<file path="config.mk">
export PLATFORM = sky130hd
export DESIGN_NAME = ds_reg_write_sequencer
export DESIGN_NICKNAME = d
export VERILOG_FILES = /design/src/rtl/ds_reg_write_sequencer.sv
export SDC_FILE = /design/constraint.sdc
export NUM_CORES = 1
export LEC_CHECK = 0
export BUFFER_PORTS_ARGS = -buffer_cell sky130_fd_sc_hd__buf_2
export CAP_MARGIN = 20
export CORE_AREA = 2 2 59 61
export CTS_CLUSTER_SIZE = 40
export DETAILED_ROUTE_END_ITERATION = 8
export DIE_AREA = 0 0 61 63
export MAX_ROUTING_LAYER = met4
export PLACE_DENSITY = 0.66
export SLEW_MARGIN = 30
export SYNTH_ARGS = -nofsm -noshare
export SYNTH_HDL_FRONTEND = slang
export SYNTH_SLANG_ARGS = --single-unit
</file>
<file path="constraint.sdc">
create_clock -name clk -period 2.5 [get_ports clk]
set_input_delay 0.125 -clock clk [delete_from_list [all_inputs] [get_ports clk]]
set_output_delay 0.125 -clock clk [all_outputs]
set_load 0.02 [all_outputs]
</file>
<file path="src/rtl/ds_reg_write_sequencer.sv">
`timescale 1ns/1ps
// ds_reg_write_sequencer
//
// Converts 16-bit register-write requests (valid/ready) into the delta-sigma
// DAC top's byte-wide two-phase write protocol. The low byte is presented with
// data_part high. data_part then falls and the DAC latches the low byte. The
// high byte is then presented and data_part rises, which makes the DAC commit
// {hi, lo} to the addressed register. Every phase is stretched to cover the
// DAC's input synchronizer and edge detector.
//
// Optional build macro: DS_SEQ_FIFO_EN
//   When it is defined, a FIFO_DEPTH-entry request FIFO sits in front of the
//   FSM. Queued writes then run back to back with no IDLE cycle in between.
//
// Parameters:
//   ADDR_BITS     register address width
//   SETUP_CYCLES  cycles data/addr are stable before each data_part edge (>=1)
//   HOLD_CYCLES   cycles data_part is held after each edge (>=4)
//   FIFO_DEPTH    request FIFO depth, power of 2, >=2 (DS_SEQ_FIFO_EN only)
//
// Ports:
//   clk, rst_n        clock, asynchronous active-low reset
//   s_valid/s_ready   request handshake; accepted when both are high at posedge
//   s_addr, s_data    target register address and 16-bit value
//   data_out          byte to DAC ui_in
//   addr_out          address to DAC uio_in[ADDR_BITS:1]
//   data_part_out     phase toggle to DAC uio_in[4] (idles high)
//   busy              write in progress (or requests queued)
//   write_done        one-cycle pulse in the final HOLD_HI cycle of each write
module ds_reg_write_sequencer #(
    parameter int ADDR_BITS    = 3,
    parameter int SETUP_CYCLES = 1,
    parameter int HOLD_CYCLES  = 4,
    parameter int FIFO_DEPTH   = 4
) (
    input  logic                 clk,
    input  logic                 rst_n,
    input  logic                 s_valid,
    output logic                 s_ready,
    input  logic [ADDR_BITS-1:0] s_addr,
    input  logic [15:0]          s_data,
    output logic [7:0]           data_out,
    output logic [ADDR_BITS-1:0] addr_out,
    output logic                 data_part_out,
    output logic                 busy,
    output logic                 write_done
);

    if (SETUP_CYCLES < 1) begin : g_bad_setup
        $fatal(1, "ds_reg_write_sequencer: SETUP_CYCLES must be >= 1");
    end
    if (HOLD_CYCLES < 4) begin : g_bad_hold
        $fatal(1, "ds_reg_write_sequencer: HOLD_CYCLES must be >= 4");
    end
    if (FIFO_DEPTH < 2 || (FIFO_DEPTH & (FIFO_DEPTH - 1)) != 0) begin : g_bad_depth
        $fatal(1, "ds_reg_write_sequencer: FIFO_DEPTH must be a power of 2, >= 2");
    end

    localparam int CNT_MAX = (SETUP_CYCLES > HOLD_CYCLES) ? SETUP_CYCLES : HOLD_CYCLES;
    localparam int CNT_W   = $clog2(CNT_MAX) + 1;
    localparam logic [CNT_W-1:0] SETUP_LOAD = CNT_W'(SETUP_CYCLES - 1);
    localparam logic [CNT_W-1:0] HOLD_LOAD  = CNT_W'(HOLD_CYCLES - 1);

    typedef enum logic [2:0] {
        IDLE,
        SETUP_LO,
        HOLD_LO,
        SETUP_HI,
        HOLD_HI
    } state_t;

    state_t               state, state_nxt;
    logic [CNT_W-1:0]     cnt, cnt_nxt;
    logic [7:0]           data_hi, data_hi_nxt;
    logic [7:0]           data_out_nxt;
    logic [ADDR_BITS-1:0] addr_out_nxt;
    logic                 part_nxt;
    logic                 done_nxt;
    logic                 ready_nxt;
    logic                 busy_nxt;

    // Request source feeding the FSM: either the FIFO head or the port itself.
    logic                 avail;
    logic                 take;
    logic [ADDR_BITS-1:0] src_addr;
    logic [15:0]          src_data;

`ifdef DS_SEQ_FIFO_EN
    localparam int PTR_W = $clog2(FIFO_DEPTH);
    localparam logic [PTR_W:0] FULL_CNT = (PTR_W + 1)'(FIFO_DEPTH);

    logic [ADDR_BITS+15:0] fifo_mem [FIFO_DEPTH];
    logic [PTR_W-1:0]      wr_ptr, rd_ptr;
    logic [PTR_W:0]        count, count_nxt;
    logic                  push;

    assign push                 = s_valid && s_ready;
    assign avail                = (count != '0);
    assign {src_addr, src_data} = fifo_mem[rd_ptr];

    always_ff @(posedge clk) begin
        if (push) begin
            fifo_mem[wr_ptr] <= {s_addr, s_data};
        end
    end

    always_comb begin
        count_nxt = count;
        if (push && !take) begin
            count_nxt = count + (PTR_W + 1)'(1);
        end else if (!push && take) begin
            count_nxt = count - (PTR_W + 1)'(1);
        end
    end

    always_ff @(posedge clk or negedge rst_n) begin
        if (!rst_n) begin
            wr_ptr <= '0;
            rd_ptr <= '0;
            count  <= '0;
        end else begin
            if (push) wr_ptr <= wr_ptr + PTR_W'(1);
            if (take) rd_ptr <= rd_ptr + PTR_W'(1);
            count <= count_nxt;
        end
    end

    always_comb begin
        ready_nxt = (count_nxt != FULL_CNT);
        busy_nxt  = (state_nxt != IDLE) || (count_nxt != '0);
    end
`else
    // s_ready is only high in IDLE, so a handshake implies the FSM is idle.
    assign avail    = s_valid && s_ready;
    assign src_addr = s_addr;
    assign src_data = s_data;

    always_comb begin
        ready_nxt = (state_nxt == IDLE);
        busy_nxt  = (state_nxt != IDLE);
    end
`endif

    always_comb begin
        state_nxt    = state;
        cnt_nxt      = cnt;
        data_hi_nxt  = data_hi;
        data_out_nxt = data_out;
        addr_out_nxt = addr_out;
        part_nxt     = data_part_out;
        done_nxt     = 1'b0;
        take         = 1'b0;
        case (state)
            IDLE: begin
                if (avail) begin
                    take         = 1'b1;
                    state_nxt    = SETUP_LO;
                    cnt_nxt      = SETUP_LOAD;
                    data_out_nxt = src_data[7:0];
                    data_hi_nxt  = src_data[15:8];
                    addr_out_nxt = src_addr;
                end
            end
            SETUP_LO: begin
                if (cnt == '0) begin
                    state_nxt = HOLD_LO;
                    cnt_nxt   = HOLD_LOAD;
                    part_nxt  = 1'b0;
                end else begin
                    cnt_nxt = cnt - CNT_W'(1);
                end
            end
            HOLD_LO: begin
                if (cnt == '0) begin
                    state_nxt    = SETUP_HI;
                    cnt_nxt      = SETUP_LOAD;
                    data_out_nxt = data_hi;
                end else begin
                    cnt_nxt = cnt - CNT_W'(1);
                end
            end
            SETUP_HI: begin
                if (cnt == '0) begin
                    state_nxt = HOLD_HI;
                    cnt_nxt   = HOLD_LOAD;
                    part_nxt  = 1'b1;
                end else begin
                    cnt_nxt = cnt - CNT_W'(1);
                end
            end
            HOLD_HI: begin
                // write_done is registered, so raise it one count early to
                // land in the final HOLD_HI cycle.
                done_nxt = (cnt == CNT_W'(1));
                if (cnt == '0) begin
                    state_nxt = IDLE;
`ifdef DS_SEQ_FIFO_EN
                    // Chain straight into the next queued write.
                    if (avail) begin
                        take         = 1'b1;
                        state_nxt    = SETUP_LO;
                        cnt_nxt      = SETUP_LOAD;
                        data_out_nxt = src_data[7:0];
                        data_hi_nxt  = src_data[15:8];
                        addr_out_nxt = src_addr;
                    end
`endif
                end else begin
                    cnt_nxt = cnt - CNT_W'(1);
                end
            end
            default: begin
                state_nxt = IDLE;
            end
        endcase
    end

    always_ff @(posedge clk or negedge rst_n) begin
        if (!rst_n) begin
            state         <= IDLE;
            cnt           <= '0;
            data_hi       <= '0;
            data_out      <= '0;
            addr_out      <= '0;
            data_part_out <= 1'b1;
            write_done    <= 1'b0;
            busy          <= 1'b0;
            s_ready       <= 1'b1;
        end else begin
            state         <= state_nxt;
            cnt           <= cnt_nxt;
            data_hi       <= data_hi_nxt;
            data_out      <= data_out_nxt;
            addr_out      <= addr_out_nxt;
            data_part_out <= part_nxt;
            write_done    <= done_nxt;
            busy          <= busy_nxt;
            s_ready       <= ready_nxt;
        end
    end

endmodule

</file>
After elaboration in Yosys (flattened, before gate mapping) --
Cells that the tools add are included. W data, S select, Z words.
Storage, ports and cells: bits in registers 29, input port bits 22
Cells by class: add/subtract/negate cells 1, eq/ne operators 10, muxes and demuxes 18, reductions and logical operators 13
Operators by type and width (number):
- $mux W3 | 9
- $mux W8 | 2
- $pmux W8 S2 | 1
- $pmux W3 S5 | 1
- $pmux W3 S4 | 1
- $ne A2 B2 Y1 const B | 5
- $logic_not A3 Y1 | 3
- $reduce_and A3 Y1 | 3
- $eq A3 B1 Y1 const B | 2
- $eq A3 B2 Y1 const B | 2
- $reduce_bool A2 Y1 | 2
- $reduce_bool A4 Y1 | 1
- $eq A3 B3 Y1 const B | 1
- $mux W1 | 3
- $reduce_bool A3 Y1 | 1
- $sub A3 B1 Y3 const B | 1
- $pmux W1 S2 | 1
- $reduce_and A2 Y1 | 1
- $reduce_or A2 Y1 | 1
- $logic_and A1 B1 Y1 | 1

Logic depth before layout (Yosys ltp) --
Gate-level depths: netlist of the first run.
depth after elaboration 4, mapped depth 8, mapped depth without buffers 6

Worst setup path before layout of the first run --
No wires, ideal clock.
path type register -> register, from register cnt[0], to register cnt[2], setup time 0.094 ns, data arrival time 1.734 ns, required time 2.406 ns, path slack 0.672 ns, cell stages (with the launch flop) 9, buffers on the path 2, path through dfrtp_1 > inv_1 > ha_1 > nand2b_4 > or3_1 > buf_6 > and2_4 > buf_6 > a221oi_2
Between the ends: longest elaborated chain between the ends 3, elaborated cells on any way between the ends 8
RTL lines:
- start, declared | RTL line 73 | logic [CNT_W-1:0] cnt, cnt_nxt;
- start signal, assigned | RTL line 231 | cnt <= cnt_nxt;
- $sub A3 B1 Y3 or $logic_not A3 Y1 (tied branches)
- $mux W3 (tied with other cells) | RTL line 195 | if (cnt == '0) begin
- $pmux W3 S4 or $reduce_and A3 Y1 (tied branches)
Several ways; a longest one is shown, not always the timed one. The select of a mux whose other input is x is not followed. A chain may end at the register's enable or synchronous reset.

Worst setup path after layout of the first run --
from register cnt[0], to register cnt[1]
The elaborated chain is that of the path after synthesis.

==> impl_results.md, run 1 <==
- Clock Path Buffers: 2
- Top post-synthesis cells by area: dfrtp_1 (50%), mux2_2 (10%), a21oi_1 (4.1%), dfstp_2 (3.9%), inv_1 (3.9%)
- Port bufs: 36
- CP max-delay cell: or3_1
- R2R Setup Slk: 430 ps
- H-tree depth: 2
- Antenna-violating nets left: 0
- Cells after Synth: 117
- DRT iter0 DRCs: 8
- Status: complete, no violations
- Hold Vio Cnt, Final: 0
- Post-DR vias/cell: 5.089
- Height of the die: 63 µm
- F_max: 482.5 MHz
- Starting Density: 41.42%
- Part of the cycle the worst path needs: 82.89%
- Max-Slew Margin vs Limit: 58.16%
- Worst setup EP type: flip-flop
- Seq cells post-synth: 29
- Worst-path cell chain: inv_1 > ha_1 > nand2b_4 > or3_1 > o2111ai_2 > mux2_2
- Adder-cell area share of the yosys netlist: 2.804%
- Max Transition Viols Final: 0
- CTS Buf Count: 5
- WL/cell: 13.55 µm
- XOR/XNOR Fraction of Synth Area: 0.6542%
- Unrepaired setup endpoints after global routing: no
- Reg2Reg Depth: 6
- Register area share after synthesis: 54.39%
- Number of global-route vias before repair: 1147
- Most common cell after layout, fill and taps aside: buf_2
- Largest area contributor in the netlist: dfrtp_1
- Final Skew: 2.216 ps
- Layout Nets: 181
- Largest family of logic cells by synthesized area: compound AO/OA/AOI/OAI gates
- Netlist Area Pre-Place: 1339 µm²
- Leak pwr: 0.7803 nW
- Setup WS pre-CTS: 424.8 ps
- Setup_tns: 0 ps
- Total number of vias: 1028
- CP max FO: 10
- Core Area: 3232 µm²
- TritonCTS clock tree: yes
- Die X-Extent: 61 µm
- Share of the synthesized area in the top cell type: 50.47%
- Post-synth cell types: 35
- Endpoints failing setup: 0
- Drt total wl: 2.737 mm
- Element type at the critical path start: flip-flop
- Clk Tree Root Cell: clkbuf_4
- Standard-cell rows: 21
- Initial antenna violation count: 0
- Share of layout cells above drive strength 1: 41.67%
- Final WS setup: 427.6 ps
- Multiplexer share of the synthesized area: 10.09%
- Synth Area in Compound Gates: 16.82%
- Time the worst path needs with I/O delays and setup: 2072 ps
- Residual DRC: 0
- # clock sinks: 29
- GP Congestion: 0.8564
- Syn nets: 142
- Full die area: 3843 µm²
- Syn Area/Cell: 11.44 µm²
- Worst path required time: 2710 ps
- Final cell count without fillers: 202
- PwrDens: 1352 nW/µm²
- Hold Crit Class: input port to flip-flop
- Number of max-cap violations: 0
- Clk_lat worst skew: 320 ps
- Antenna cells: 0
- Slew @ Worst Pin: 627.6 ps
- Critical path arrival: 2290 ps
- First-pass DRT Iterations: 4
- # resized after CTS: 0
- First-pass GRT wire length: 4.981 mm
- Largest net degree at the start of global routing: 30
- Detailed placement HPWL: 2.009 mm
- Cell depth of the worst hold path: 2
- Max rail drop VDD: 677.4 µV
- Placed insts: 194
- Clock-pin slew on the worst setup and hold paths: 80 ps
- P&R area growth vs syn: 20.37%
- WS Path Type: flip-flop to flip-flop
- Yosys warns: 0
- Post-synthesis simple-gate area fraction: 7.944%
- I/O pin count: 37
- Grt ovf: 0
- Slowest Stage Delay on Critical Path: 540 ps
- Commonest non-fill, non-tap cells in the layout: buf_2 (36), dfrtp_1 (27), inv_1 (14)
- Gr usage total: 17.79%
[critical path: cells and delay by family (launching register included)]
family | cells | cell delay [ps]
and+or+nand+nor | 2 | 640
muxes | 1 | 370
AOI/OAI and AO/OA | 1 | 200
DFF | 1 | 440
adders and majority gates | 1 | 210
buffers and inverters | 1 | 110
[layout make-up]
cell class,count,area (µm²)
Timing Repair Buffer,39,205.2
Clock buffer,7,55.05
Tap cell,46,57.56
Inverter,14,52.55
Multi-Input combinational cell,67,513.0
Fill cell,313,1620
Sequential cell,29,728.2
[routing by layer]
layer / GRT usage [%] / up-vias / wire (µm)
met3: 5.176 / 8 / 146
met4: 7.880 / 0 / 68
li1: - / 489 / -
met5: - / - / 0
met2: 27.55 / 32 / 1346
met1: 21.09 / 499 / 1176
[logic make-up (layout without fill, tap and decap cells)]
logic type               after synthesis  count (layout)
AO/OA/AOI/OAI                         34              34
flip-flops                            29              29
buffers and inverters                 21              60
AND/OR/NAND/NOR                       17              17
multiplexers                          12              12
adder cells (fa/ha/maj)                3               3
XOR/XNOR                               1               1
[where the power goes]
part           switching, W  internal [W]  leakage, nW
Sequential         0.000164      0.000710        0.343
Clock              0.000154      0.000133       0.0314
Combinational      0.000565      0.000453        0.406
Total              0.000882       0.00130        0.780
[synth_stat cells, drive strengths merged]
cell and instances:
a21oi 11, a221o 1, a221oi 1, a31oi 1, a41oi 1, and2 1
and2b 1, buf 4, clkbuf 3, dfrtp 27, dfstp 2, ha 3
inv 14, mux2 12, nand2 2, nand2b 2, nand3 1, nand4 1
nor2 3, nor3 2, nor3b 1, nor4b 1, o2111ai 1, o211a 1
o211ai 1, o21a 1, o21ai 6, o221ai 1, o22ai 8, or2 1
or3 1, xor2 1
[final timing paths]
check	from	to
worst min register to register	data_part_out$_DFFE_PN1P_	data_part_out$_DFFE_PN1P_
worst min-delay path	s_data[9]	data_hi[1]$_DFFE_PN0P_
max in group asynchronous	rst_n	data_out[1]$_DFFE_PN0P_
worst max register to register	cnt[0]$_DFFE_PN0P_	cnt[1]$_DFFE_PN0P_
worst max-delay path	cnt[0]$_DFFE_PN0P_	cnt[1]$_DFFE_PN0P_
min in group asynchronous	rst_n	data_out[0]$_DFFE_PN0P_
[per-stage QoR]
| stage | power [W] | utilization [%] | instance area (µm²) | hold slack (ps) |
|---|---|---|---|---|
| floorplan | 0.001645 | - | 1339 | -170.6 |
| global placement | 0.001862 | 47.85 | 1546 | 183.6 |
| detailed placement | 0.001908 | 47.85 | 1546 | 188.3 |
| CTS | 0.002200 | 49.86 | 1612 | 14.91 |
| global route | 0.002361 | 49.86 | 1612 | 20.51 |
| finish | 0.002178 | 49.86 | 1612 | 28.60 |
[repair_timing]
action / CTS / global route
hold endpoints to repair: 27 / 0
setup buffers: 0 / 0
hold buffers: 1 / 0
[flip-flops by register name, indices dropped and copies added, names as in the netlist]
register / count
addr_out: 3
write_done: 1
busy: 1
data_hi: 8
s_ready: 1
data_out: 8
data_part_out: 1
state: 3
cnt: 3
(Power assumes the default switching activity.)
==> inputs of run 2 (changes only) <==
--- a/config.mk
+++ b/config.mk
@@ -5,12 +5,13 @@
 export SDC_FILE = /design/constraint.sdc
 export NUM_CORES = 1
 export LEC_CHECK = 0
+export ABC_AREA = 1
 export BUFFER_PORTS_ARGS = -buffer_cell sky130_fd_sc_hd__buf_2
 export CAP_MARGIN = 20
-export CORE_AREA = 2 2 59 61
+export CORE_AREA = 2 2 63 65
 export CTS_CLUSTER_SIZE = 40
 export DETAILED_ROUTE_END_ITERATION = 8
-export DIE_AREA = 0 0 61 63
+export DIE_AREA = 0 0 65 67
 export MAX_ROUTING_LAYER = met4
 export PLACE_DENSITY = 0.66
 export SLEW_MARGIN = 30
==> constraint.sdc (replaced) <==
create_clock -name clk -period 1.97 [get_ports clk]
set_input_delay 0.0985 -clock clk [delete_from_list [all_inputs] [get_ports clk]]
set_output_delay 0.0985 -clock clk [all_outputs]
set_load 0.02 [all_outputs]
==> impl_results.md, run 2 <==
- Share of the synthesized area in the top cell type: 42.89%
- Core Area: 3606 µm²
- WS Path Type: flip-flop to flip-flop
- Grt ovf: 0
- Antenna cells: 0
- First-pass GRT wire length: 5.023 mm
- Post-synth EDFFs: 0
- Number of global-route vias before repair: 1143
- Part of the cycle the worst path needs: 79.28%
- Post-DR vias/cell: 4.504
- Number of max-cap violations: 0
- Top post-synthesis cells by area: dfrtp_1 (43%), nand2_1 (16%), nand3_2 (5.1%), inv_1 (4.5%), o21ai_2 (4.4%)
- Slew @ Worst Pin: 641.9 ps
- Max-Slew Margin vs Limit: 57.21%
- Endpoints failing setup: 0
- Leak pwr: 1.044 nW
- First-pass DRT Iterations: 4
- Height of the die: 67 µm
- Syn nets: 207
- Asr flop ratio synth: 100.0%
- Antenna-violating nets left: 0
- Drt total wl: 2.925 mm
- Unrepaired setup endpoints after global routing: no
- Final Core Density: 52.32%
- Worst path required time: 2150 ps
- Starting Density: 43.68%
- Largest net degree at the start of global routing: 30
- Standard-cell rows: 22
- Largest registers: data_hi: 8 flops, data_out: 8 flops
- Commonest non-fill, non-tap cells in the layout: nand2_1 (68), buf_2 (36), dfrtp_1 (27)
- Worst flop-to-flop path startpoint: state[0]$_DFF_PN0_
- WL/cell: 10.68 µm
- DRT iter0 DRCs: 73
- Most instantiated library cell after synthesis: nand2_1
- Syn Area/Cell: 8.655 µm²
- Final Skew: 4.001 ps
- Setup_tns: 0 ps
- Clock Path Buffers: 2
- P&R area growth vs syn: 19.78%
- Time the worst path needs with I/O delays and setup: 1562 ps
- CP max FO: 23
- Layout Nets: 250
- Dominant synthesized flop cell: dfrtp_1
- FILL cells: 353
- Clk Tree Root Cell: clkbuf_8
- Clock-pin slew on the worst setup and hold paths: 60 ps
- Register area share after synthesis: 46.23%
- # resized after CTS: 0
- Netlist Area Pre-Place: 1575 µm²
- Hold Crit Class: input port to flip-flop
- Element type at the critical path start: flip-flop
- Port bufs: 36
- Largest area contributor in the netlist: dfrtp_1
- Share of layout cells above drive strength 1: 36.28%
- Worst Setup SP: state[0]$_DFF_PN0_
- Post-synth cell types: 25
- Worst-path cell chain: nor2_4 > nand4_4 > buf_4 > nand3_2 > nand2_1
- Most common cell after layout, fill and taps aside: nand2_1
- Slowest Stage Delay on Critical Path: 430 ps
- Worst setup EP type: flip-flop
- Die X-Extent: 65 µm
- Total number of vias: 1234
- Delay-heaviest family, CP: simple AND/OR/NAND/NOR gates
- Hold path startpoint: s_data[9]
- Synth top cells by count: nand2_1 (68), dfrtp_1 (27), inv_1 (19)
- Max Transition Viols Final: 0
- Initial antenna violation count: 0
- PwrDens: 1621 nW/µm²
- Yosys warns: 0
- Clk_lat worst skew: 290 ps
- Residual DRC: 0
- Full die area: 4355 µm²
- Status: complete, no violations
- TritonCTS clock tree: yes
- GP Congestion: 0.8192
- Seq cells post-synth: 29
- I/O pin count: 37
- CTS Buf Count: 5
- F_max: 640.2 MHz
- Cells after Synth: 182
- Detailed placement HPWL: 2.158 mm
- CP max-delay cell: dfrtp_1
- # clock sinks: 29
- Hold Vio Cnt, Final: 0
- Critical path arrival: 1740 ps
- H-tree depth: 2
- Max rail drop VDD: 643.4 µV
- Worst Path Buf+Inv: 1
- Gr usage total: 16.32%
run 2: cell type report:
type,count,area (µm²),share of cell area (%)
Sequential cell,29,728.2,38.59
Tap cell,48,60.06,3.183
Clock buffer,8,80.08,4.244
Timing Repair Buffer,40,212.7,11.27
Multi-Input combinational cell,125,708.2,37.53
Inverter,24,97.59,5.172
run 2: cells by family after synthesis:
family / after synthesis / share of synthesized area, %
adders and majority gates: 3 / 2.383
buffers and inverters: 28 / 8.817
AOI/OAI and AO/OA: 17 / 8.022
and+or+nand+nor: 105 / 34.55
DFF: 29 / 46.23
run 2: final timing paths:
path / end / slack, ps / cells past startpoint
worst max-delay path: data_out[1]$_DFFE_PN0P_ / 410 / 5
worst min-delay path: data_hi[1]$_DFFE_PN0P_ / 50 / 3
worst max register to register: data_out[1]$_DFFE_PN0P_ / 410 / 5
worst min register to register: cnt[1]$_DFFE_PN0P_ / 480 / 2
max in group asynchronous: state[2]$_DFF_PN0_ / 1180 / 2
min in group asynchronous: busy$_DFF_PN0_ / 380 / 2
run 2: per-layer routing:
| layer | GRT usage [%] | up-vias | part of all wire, % |
|---|---|---|---|
| li1 | - | 654 | - |
| met1 | 20.32 | 545 | 48 |
| met2 | 22.68 | 27 | 44 |
| met3 | 3.885 | 8 | 4.8 |
| met4 | 12.77 | 0 | 3.8 |
| met5 | - | - | 0 |
run 2: worst min-delay path, cell delays in order:
cell and delay, ps:
buf_2 80, nor2_2 30, a21oi_2 80
run 2: power by group:
part | internal, W | total [W] | switching (W)
Sequential | 0.000880 | 0.00106 | 0.000184
Combinational | 0.000559 | 0.00153 | 0.000968
Clock | 0.000250 | 0.000469 | 0.000219
run 2: metrics by stage:
stage	total power [W]	hold WS [ps]	instance area, µm²	worst slack, ps	std cells
floorplan	0.002274	-197.1	1575	630.8	182
global placement	0.002597	164.6	1797	434.1	265
detailed placement	0.002623	167.4	1797	396.6	265
CTS	0.003102	46.86	1887	386.3	274
global route	0.003353	48.71	1887	275.9	274
finish	0.003058	47.82	1887	408.1	274
run 2: timing repair:
| action | 4_1_cts | 5_1_grt |
|---|---|---|
| buffers inserted | 0 | 0 |
| hold buffers | 1 | 0 |
| hold endpoints to repair | 27 | 0 |
